File: src/rtl/cnn_sdiv_23s_9u_seq.sv
// Sequential signed/unsigned divider: radix-2 restoring division of |din0| by din1,
// one quotient bit per cycle, followed by a sign-fix cycle and a one-cycle done pulse.
module cnn_sdiv_23s_9u_seq #(
    parameter int ID         = 1,
    parameter int din0_WIDTH = 23,
    parameter int din1_WIDTH = 9,
    parameter int dout_WIDTH = 23
) (
    input  logic                  ap_clk,
    input  logic                  ap_rst_n,
    input  logic                  ap_start,
    output logic                  ap_ready,
    output logic                  ap_idle,
    output logic                  ap_done,
    input  logic [din0_WIDTH-1:0] din0,
    input  logic [din1_WIDTH-1:0] din1,
    output logic [dout_WIDTH-1:0] dout_q,
    output logic [din1_WIDTH:0]   dout_r,
    output logic                  div_by_zero
);
    localparam int W  = din0_WIDTH;
    localparam int D  = din1_WIDTH;
    localparam int RW = D + 1;
    localparam int CW = $clog2(W) + 1;

    localparam logic [W-1:0] Q_MAX = {1'b0, {(W-1){1'b1}}};
    localparam logic [W-1:0] Q_MIN = {1'b1, {(W-1){1'b0}}};

    // ID is only an instance tag; it has no effect on the logic.
    if (ID < 0) begin : g_id_tag
    end

    typedef enum logic [1:0] {
        S_IDLE = 2'd0,
        S_CALC = 2'd1,
        S_FIX  = 2'd2,
        S_DONE = 2'd3
    } state_t;

    state_t          state_q, state_d;
    logic [CW-1:0]   cnt_q, cnt_d;
    logic [W-1:0]    mag_q, mag_d;
    logic [RW-1:0]   rem_q, rem_d;
    logic [D-1:0]    div_q, div_d;
    logic            neg_q, neg_d;
    logic            zero_q, zero_d;
    logic            done_q, done_d;
    logic            idle_q, idle_d;
    logic [dout_WIDTH-1:0] dout_q_q, dout_q_d;
    logic [RW-1:0]   dout_r_q, dout_r_d;
    logic            dbz_q, dbz_d;

    logic            accept;
    logic [RW-1:0]   rem_shift;
    logic [RW-1:0]   rem_sub;
    logic            rem_ge;
    logic [W-1:0]    q_fix;
    logic [RW-1:0]   r_fix;

    assign accept = (state_q == S_IDLE) && ap_start && ap_rst_n;

    // mag_q doubles as dividend shift-out and quotient shift-in register.
    assign rem_shift = {rem_q[D-1:0], mag_q[W-1]};
    assign rem_ge    = rem_shift >= {1'b0, div_q};
    assign rem_sub   = rem_shift - {1'b0, div_q};

    always_comb begin
        if (zero_q) begin
            q_fix = neg_q ? Q_MIN : Q_MAX;
            r_fix = '0;
        end else begin
            q_fix = neg_q ? ((~mag_q) + W'(1)) : mag_q;
            r_fix = neg_q ? ((~rem_q) + RW'(1)) : rem_q;
        end
    end

    always_comb begin
        state_d  = state_q;
        cnt_d    = cnt_q;
        mag_d    = mag_q;
        rem_d    = rem_q;
        div_d    = div_q;
        neg_d    = neg_q;
        zero_d   = zero_q;
        done_d   = done_q;
        idle_d   = idle_q;
        dout_q_d = dout_q_q;
        dout_r_d = dout_r_q;
        dbz_d    = dbz_q;
        case (state_q)
            S_IDLE: begin
                if (accept) begin
                    mag_d   = din0[W-1] ? ((~din0) + W'(1)) : din0;
                    neg_d   = din0[W-1];
                    div_d   = din1;
                    zero_d  = (din1 == '0);
                    rem_d   = '0;
                    cnt_d   = '0;
                    idle_d  = 1'b0;
                    state_d = S_CALC;
                end
            end
            S_CALC: begin
                rem_d = rem_ge ? rem_sub : rem_shift;
                mag_d = {mag_q[W-2:0], rem_ge};
                cnt_d = cnt_q + CW'(1);
                if (cnt_q == CW'(W - 1)) begin
                    state_d = S_FIX;
                end
            end
            S_FIX: begin
                dout_q_d = dout_WIDTH'(q_fix);
                dout_r_d = r_fix;
                dbz_d    = zero_q;
                done_d   = 1'b1;
                state_d  = S_DONE;
            end
            S_DONE: begin
                done_d  = 1'b0;
                idle_d  = 1'b1;
                state_d = S_IDLE;
            end
            default: begin
                state_d = S_IDLE;
                idle_d  = 1'b1;
                done_d  = 1'b0;
            end
        endcase
    end

    always_ff @(posedge ap_clk or negedge ap_rst_n) begin
        if (!ap_rst_n) begin
            state_q  <= S_IDLE;
            cnt_q    <= '0;
            mag_q    <= '0;
            rem_q    <= '0;
            div_q    <= '0;
            neg_q    <= 1'b0;
            zero_q   <= 1'b0;
            done_q   <= 1'b0;
            idle_q   <= 1'b1;
            dout_q_q <= '0;
            dout_r_q <= '0;
            dbz_q    <= 1'b0;
        end else begin
            state_q  <= state_d;
            cnt_q    <= cnt_d;
            mag_q    <= mag_d;
            rem_q    <= rem_d;
            div_q    <= div_d;
            neg_q    <= neg_d;
            zero_q   <= zero_d;
            done_q   <= done_d;
            idle_q   <= idle_d;
            dout_q_q <= dout_q_d;
            dout_r_q <= dout_r_d;
            dbz_q    <= dbz_d;
        end
    end

    assign ap_ready    = accept;
    assign ap_idle     = idle_q;
    assign ap_done     = done_q;
    assign dout_q      = dout_q_q;
    assign dout_r      = dout_r_q;
    assign div_by_zero = dbz_q;

endmodule

File: config.mk
export PLATFORM = sky130hd
export DESIGN_NAME = cnn_sdiv_23s_9u_seq
export DESIGN_NICKNAME = d
export VERILOG_FILES = /design/src/rtl/cnn_sdiv_23s_9u_seq.sv
export SDC_FILE = /design/constraint.sdc
export NUM_CORES = 1
export LEC_CHECK = 0
export ABC_AREA = 0
export BUFFER_PORTS_ARGS = -buffer_cell sky130_fd_sc_hd__buf_2
export CAP_MARGIN = 20
export CORE_UTILIZATION = 40
export CTS_CLUSTER_DIAMETER = 30
export DETAILED_ROUTE_END_ITERATION = 10
export PLACE_DENSITY = 0.66
export SETUP_SLACK_MARGIN = 0.15
export SLEW_MARGIN = 20
export SYNTH_ARGS = -nofsm -noshare
export SYNTH_HDL_FRONTEND = slang
export SYNTH_SLANG_ARGS = --single-unit
File: constraint.sdc
create_clock -name ap_clk -period 3.2 [get_ports ap_clk]
set_input_delay 0.48 -clock ap_clk [delete_from_list [all_inputs] [get_ports ap_clk]]
set_output_delay 0.48 -clock ap_clk [all_outputs]
set_load 0.01 [all_outputs]
# Word level (Yosys, flattened, before mapping)
# Cells that the tools add are included.
dict set report totals {
  regBits 88
  latch_bits 0
  ramBits 0
  romBits 0
  inputBits 35
  output_inout_bits 37
  wordCells 57
  memories 0
}
dict set report op_classes {
  add_sub_neg 5
  multipliers 0
  div_mod_pow 0
  order_cmp 1
  eq_ne 6
  n_shift 0
  n_mux 19
  bitwise 3
  reduce_logical 11
}
# cell count
set ops {}
lappend ops {{2-to-1 mux 23 bit} 5}
lappend ops {{adder 23 x 1 -> 23 bit, second input constant} 2}
lappend ops {{inverter 23 bit} 2}
lappend ops {{one-hot mux 23 bit (2 select lines)} 1}
lappend ops {{2-to-1 mux 10 bit} 4}
lappend ops {{one-hot mux 10 bit (2 select lines)} 1}
lappend ops {{one-hot mux 6 bit (2 select lines)} 1}
lappend ops {{adder 10 x 1 -> 10 bit, second input constant} 1}
lappend ops {{greater-or-equal comparator 10 x 9 -> 1 bit} 1}
lappend ops {{inverter 10 bit} 1}
lappend ops {{subtractor 10 x 9 -> 10 bit} 1}
lappend ops {{logical NOT 9 bit} 1}
lappend ops {{one-hot mux 2 bit (4 select lines)} 1}
lappend ops {{AND reduction 2 bit} 4}
lappend ops {{adder 6 x 1 -> 6 bit, second input constant} 1}
lappend ops {{== test 6 x 5 -> 1 bit, second input constant} 1}
lappend ops {{2-to-1 mux 6 bit} 1}
lappend ops {{nonzero test 2 bit} 3}
lappend ops {{== test 2 bit, second input constant} 2}
lappend ops {{2-to-1 mux 2 bit} 2}
lappend ops {{!= test 2 bit, second input constant} 2}
lappend ops {{one-hot mux 1 bit (2 select lines)} 2}
lappend ops {{== test 2 x 1 -> 1 bit, second input constant} 1}
lappend ops {{logical AND 1 bit} 2}
lappend ops {{2 further kinds} 2}

# Longest topological paths before layout
dict set report depth {
  ltp_word 5
  depth_mapped 10
  ltp_nobuf 9
}

# Worst setup path after synthesis
# OpenSTA, ideal clock, no wires.
dict set report synth_path {
  kind {flip-flop to flip-flop}
  startpoint {reg mag_q[22]}
  endpoint {reg rem_q[1]}
  t_arrival_ns 2.422
  required_time_ns 3.063
  slack_ns 0.640
  path_stages_with_launch 11
  path_buffers 1
  synth_period_minus_slack_ns 2.560
  path_cell_list {dfrtp_1 inv_1 ha_1 inv_1 fa_1 a211oi_1 o211ai_1 a31oi_1 clkbuf_1 mux2i_1 o22ai_1}
}
dict set report synth_via {
  elab_chain_len 3
}
# item line
set synth_rtl {}
lappend synth_rtl {{from (decl)} 42} ;# logic [W-1:0] mag_q, mag_d;
lappend synth_rtl {{from (signal assigned)} 148} ;# mag_q <= mag_d;
lappend synth_rtl {{subtractor 10 x 9 -> 10 bit / greater-or-equal comparator 10 x 9 -> 1 bit (equally long branches)} {65, 64}}
lappend synth_rtl {{2-to-1 mux 10 bit *} 104} ;# rem_d = rem_ge ? rem_sub : rem_shift;
lappend synth_rtl {{one-hot mux 10 bit (2 select lines) *} 90} ;# case (state_q)
lappend synth_rtl {{to (signal assigned)} 149} ;# rem_q <= rem_d;
lappend synth_rtl {{to (decl)} 43} ;# logic [RW-1:0] rem_q, rem_d;
# Mark *: on every way between the ends. The rest lies on a longest branch, timed or not.
# A chain may end at the register's enable or synchronous reset.

# Final worst setup path
dict set report layout_path {
  startpoint {reg mag_q[0]}
  endpoint {reg dout_q_q[18] (netlist: dout_q[18])}
}
dict set report layout_via {
  elab_chain_len 4
}
# item line
set layout_rtl {}
lappend layout_rtl {{inverter 23 bit} 72} ;# q_fix = neg_q ? ((~mag_q) + W'(1)) : mag_q;
lappend layout_rtl {{adder 23 x 1 -> 23 bit} 72}
lappend layout_rtl {{2-to-1 mux 23 bit} 72}
lappend layout_rtl {{2-to-1 mux 23 bit} 68} ;# if (zero_q) begin
lappend layout_rtl {{to (signal assigned)} 155} ;# dout_q_q <= dout_q_d;
lappend layout_rtl {{to (decl)} 49} ;# logic [dout_WIDTH-1:0] dout_q_q, dout_q_d;
# No other way between the ends.

==> summary.txt <==
status = completed
initial core utilization = 41.1%
DR vias = 4,983
delay of the slowest cell on the worst path = 470 ps
largest net degree at the start of global routing = 51
vias in the first global route = 4,730
clock-pin slew on the worst setup and hold paths = 60 ps
Slowest-stage cell, CP = nor4b_2
Post-Syn Area per Cell = 8.97 µm²
post-synthesis sequential area ratio = 40.3%
post-synth top area share = 39.9%
clk_lat worst skew = 340 ps
yosys warns = 0
Fin. Hold Viols = 0
mapped cell area = 5460 µm²
Seq cells post-synth = 88
Post-route DRC = 0
io pins = 72
Post-synth EDFFs = 0
initial antenna violation count = 1
Setup CP Type = flip-flop to flip-flop
Post-CTS Setup Bufs = 0
Area contributors post-synth = dfrtp_1, o21ai_0, xor2_1, ha_1, nor2_1
PortBufs = 71
count leader, synth = dfrtp_1
ANT cells = 0
final period utilization = 79.8%
area leader, netlist = dfrtp_1
FILL cells = 1,259
post-CTS sizing = 0
Post-Syn Nets = 664
GR Util All Layers = 21.3%
CP Launch Type = flip-flop
Die H = 119 µm
critical path arrival = 2760 ps
post-DR wirelength/cell = 17.0 µm
Distinct cells, synth = 63
Pwr Density = 1020 nW/µm²
Slew @ Worst Pin = 1060 ps
final setup vio count = 0
relative slew slack = 29.1%
fmax = 391 MHz
worst reg-to-reg path cell count = 7
endpoint type of the worst setup path = flip-flop
max_cap viols = 0
DR vias/cell = 5.91
core area = 13,300 µm²
GPL Wtd Cong = 0.863
Max VDD drop = 0.000450 V
Max Root-Sink Buffers = 2
layout cells sized above 1 = 18.7%
Root Buffer = clkbuf_16
area of the multi-input gates = 2990 µm²
synthesized instance count = 609
Initial DRC Count = 276
hold buffer count at CTS = 0
gr ovfl total = 0
Row Count = 42
first-pass GRT wire length = 23,900 µm
Die Wd = 119 µm
TritonRoute pass-1 iters = 7
max-slew violations = 0
CTS Buf Count = 9
Crit path required time = 3410 ps
Routed Antenna Nets = 0
final setup TNS = 0 ps
critical-path cell list = inv_1 -> ha_1 -> nor4b_2 -> nand4_1 -> nor4_1 -> mux2i_1 -> o21ai_0
RSZ-0062 raised after global routing = false
H-tree depth = 3
Hold Path Class = primary input to asynchronous set/reset pin
CTS tree = done
area grow syn2layout = 15.3%
Worst Skew = 4.86 ps
commonest cells in the netlist = dfrtp_1, o21ai_0, nor2_1
# nets final = 718
sequential standard cell area = 2200 µm²
# clock sinks = 88
Final Util = 47.4%
Die ar. = 14,100 µm²
leak pwr = 0.00278 µW
min Tclk post-route = 2550 ps
Routed WL = 14,300 µm
hpwl dp = 10,500 µm
top_reg_cell synth = dfrtp_1
CP Max Fanout = 7
post-synthesis async set-or-reset flop share = 100%
final timing paths:
path,start,endpoint,slack (ps)
worst max-delay path,mag_q[0],dout_q[18],650
worst min-delay path,ap_rst_n,ap_idle,100
worst max register to register,mag_q[0],dout_q[18],650
worst min register to register,ap_idle,ap_idle,470
max in group asynchronous,ap_rst_n,div_q[6],1940
min in group ap_clk,din1[5],div_q[5],380
metal layers:
| metal | up-vias | global-route usage [%] | part of all wire [%] | routed length (µm) |
|---|---|---|---|---|
| li1 | 2354 | - | - | - |
| met1 | 2432 | 29.6 | 48 | 6860 |
| met2 | 164 | 32.8 | 45 | 6400 |
| met3 | 31 | 4.45 | 5.1 | 723 |
| met4 | 2 | 7.28 | 2.1 | 306 |
| met5 | - | 0 | 0.091 | 13 |
sequential cells by signal, summed over array words and instances (netlist names):
signal / cells
mag_q: 23
dout_r: 10
state_q: 2
rem_q: 10
div_by_zero: 1
dout_q: 23
ap_done: 1
div_q: 9
cnt_q: 6
zero_q: 1
neg_q: 1
ap_idle: 1
cells in the final DEF, fill, tap and decap left out, types with 8 or more instances in the layout:
| master | n |
|---|---|
| dfrtp_1 | 87 |
| buf_2 | 70 |
| o21ai_0 | 64 |
| nor2_1 | 45 |
| nand2_1 | 44 |
| inv_1 | 34 |
| xor2_1 | 28 |
| a21oi_1 | 27 |
| ha_1 | 19 |
| a22oi_1 | 18 |
| o31ai_1 | 15 |
| nor3_1 | 14 |
| mux2_2 | 13 |
| a31oi_1 | 11 |
| buf_4 | 11 |
| o2bb2ai_1 | 10 |
| nand3_1 | 9 |
| o221ai_1 | 9 |
| clkbuf_16 | 9 |
| xnor2_1 | 8 |
| mux2i_1 | 8 |
| nor4_1 | 8 |
where the power goes:
| part | switching [µW] | internal (µW) |
|---|---|---|
| clock | 421 | 721 |
| sequential | 464 | 1590 |
| combinational | 1920 | 1320 |
| total | 2800 | 3630 |
logic make-up (layout without fill, tap and decap cells):
kind of cell	Yosys count	in the layout	synth area share, %
multiplexers	21	21	4.15
buffers and inverters	73	131	5.04
AO/OA/AOI/OAI	206	206	24.9
XOR/XNOR	36	36	5.77
flip-flops	88	88	40.3
AND/OR/NAND/NOR	165	165	15.1
adder cells (fa/ha/maj)	20	20	4.72
stage by stage:
stage / hold slack [ps] / instances / setup slack (ps) / instance area [µm²] / power [µW]
final: 100 / 843 / 645 / 6300 / 6430
after global routing: 92.5 / 843 / 391 / 6300 / 6980
after CTS: 92.0 / 843 / 699 / 6300 / 6440
after detailed placement: 458 / 828 / 586 / 5970 / 5280
after global placement: 449 / 828 / 621 / 5970 / 5160
after floorplan: 184 / 609 / 640 / 5460 / 4300
critical path: cells and delay by family (launching register included):
| kind | cells | cell delay (ps) |
|---|---|---|
| compound gates | 1 | 90 |
| fa+ha+maj | 1 | 240 |
| buf+inv | 1 | 130 |
| flops | 1 | 420 |
| mux | 1 | 230 |
| simple gates | 3 | 1300 |
final cells by class:
type	instances	share of cell area, %
clock inverter	3	1.03
clock buffer	12	4.07
sequential	88	35.0
inverter	35	2.09
tap	176	3.50
multi-input combinational	448	47.4
timing repair buffer	81	6.88
No activity file was read; power rests on OpenSTA's default activity.
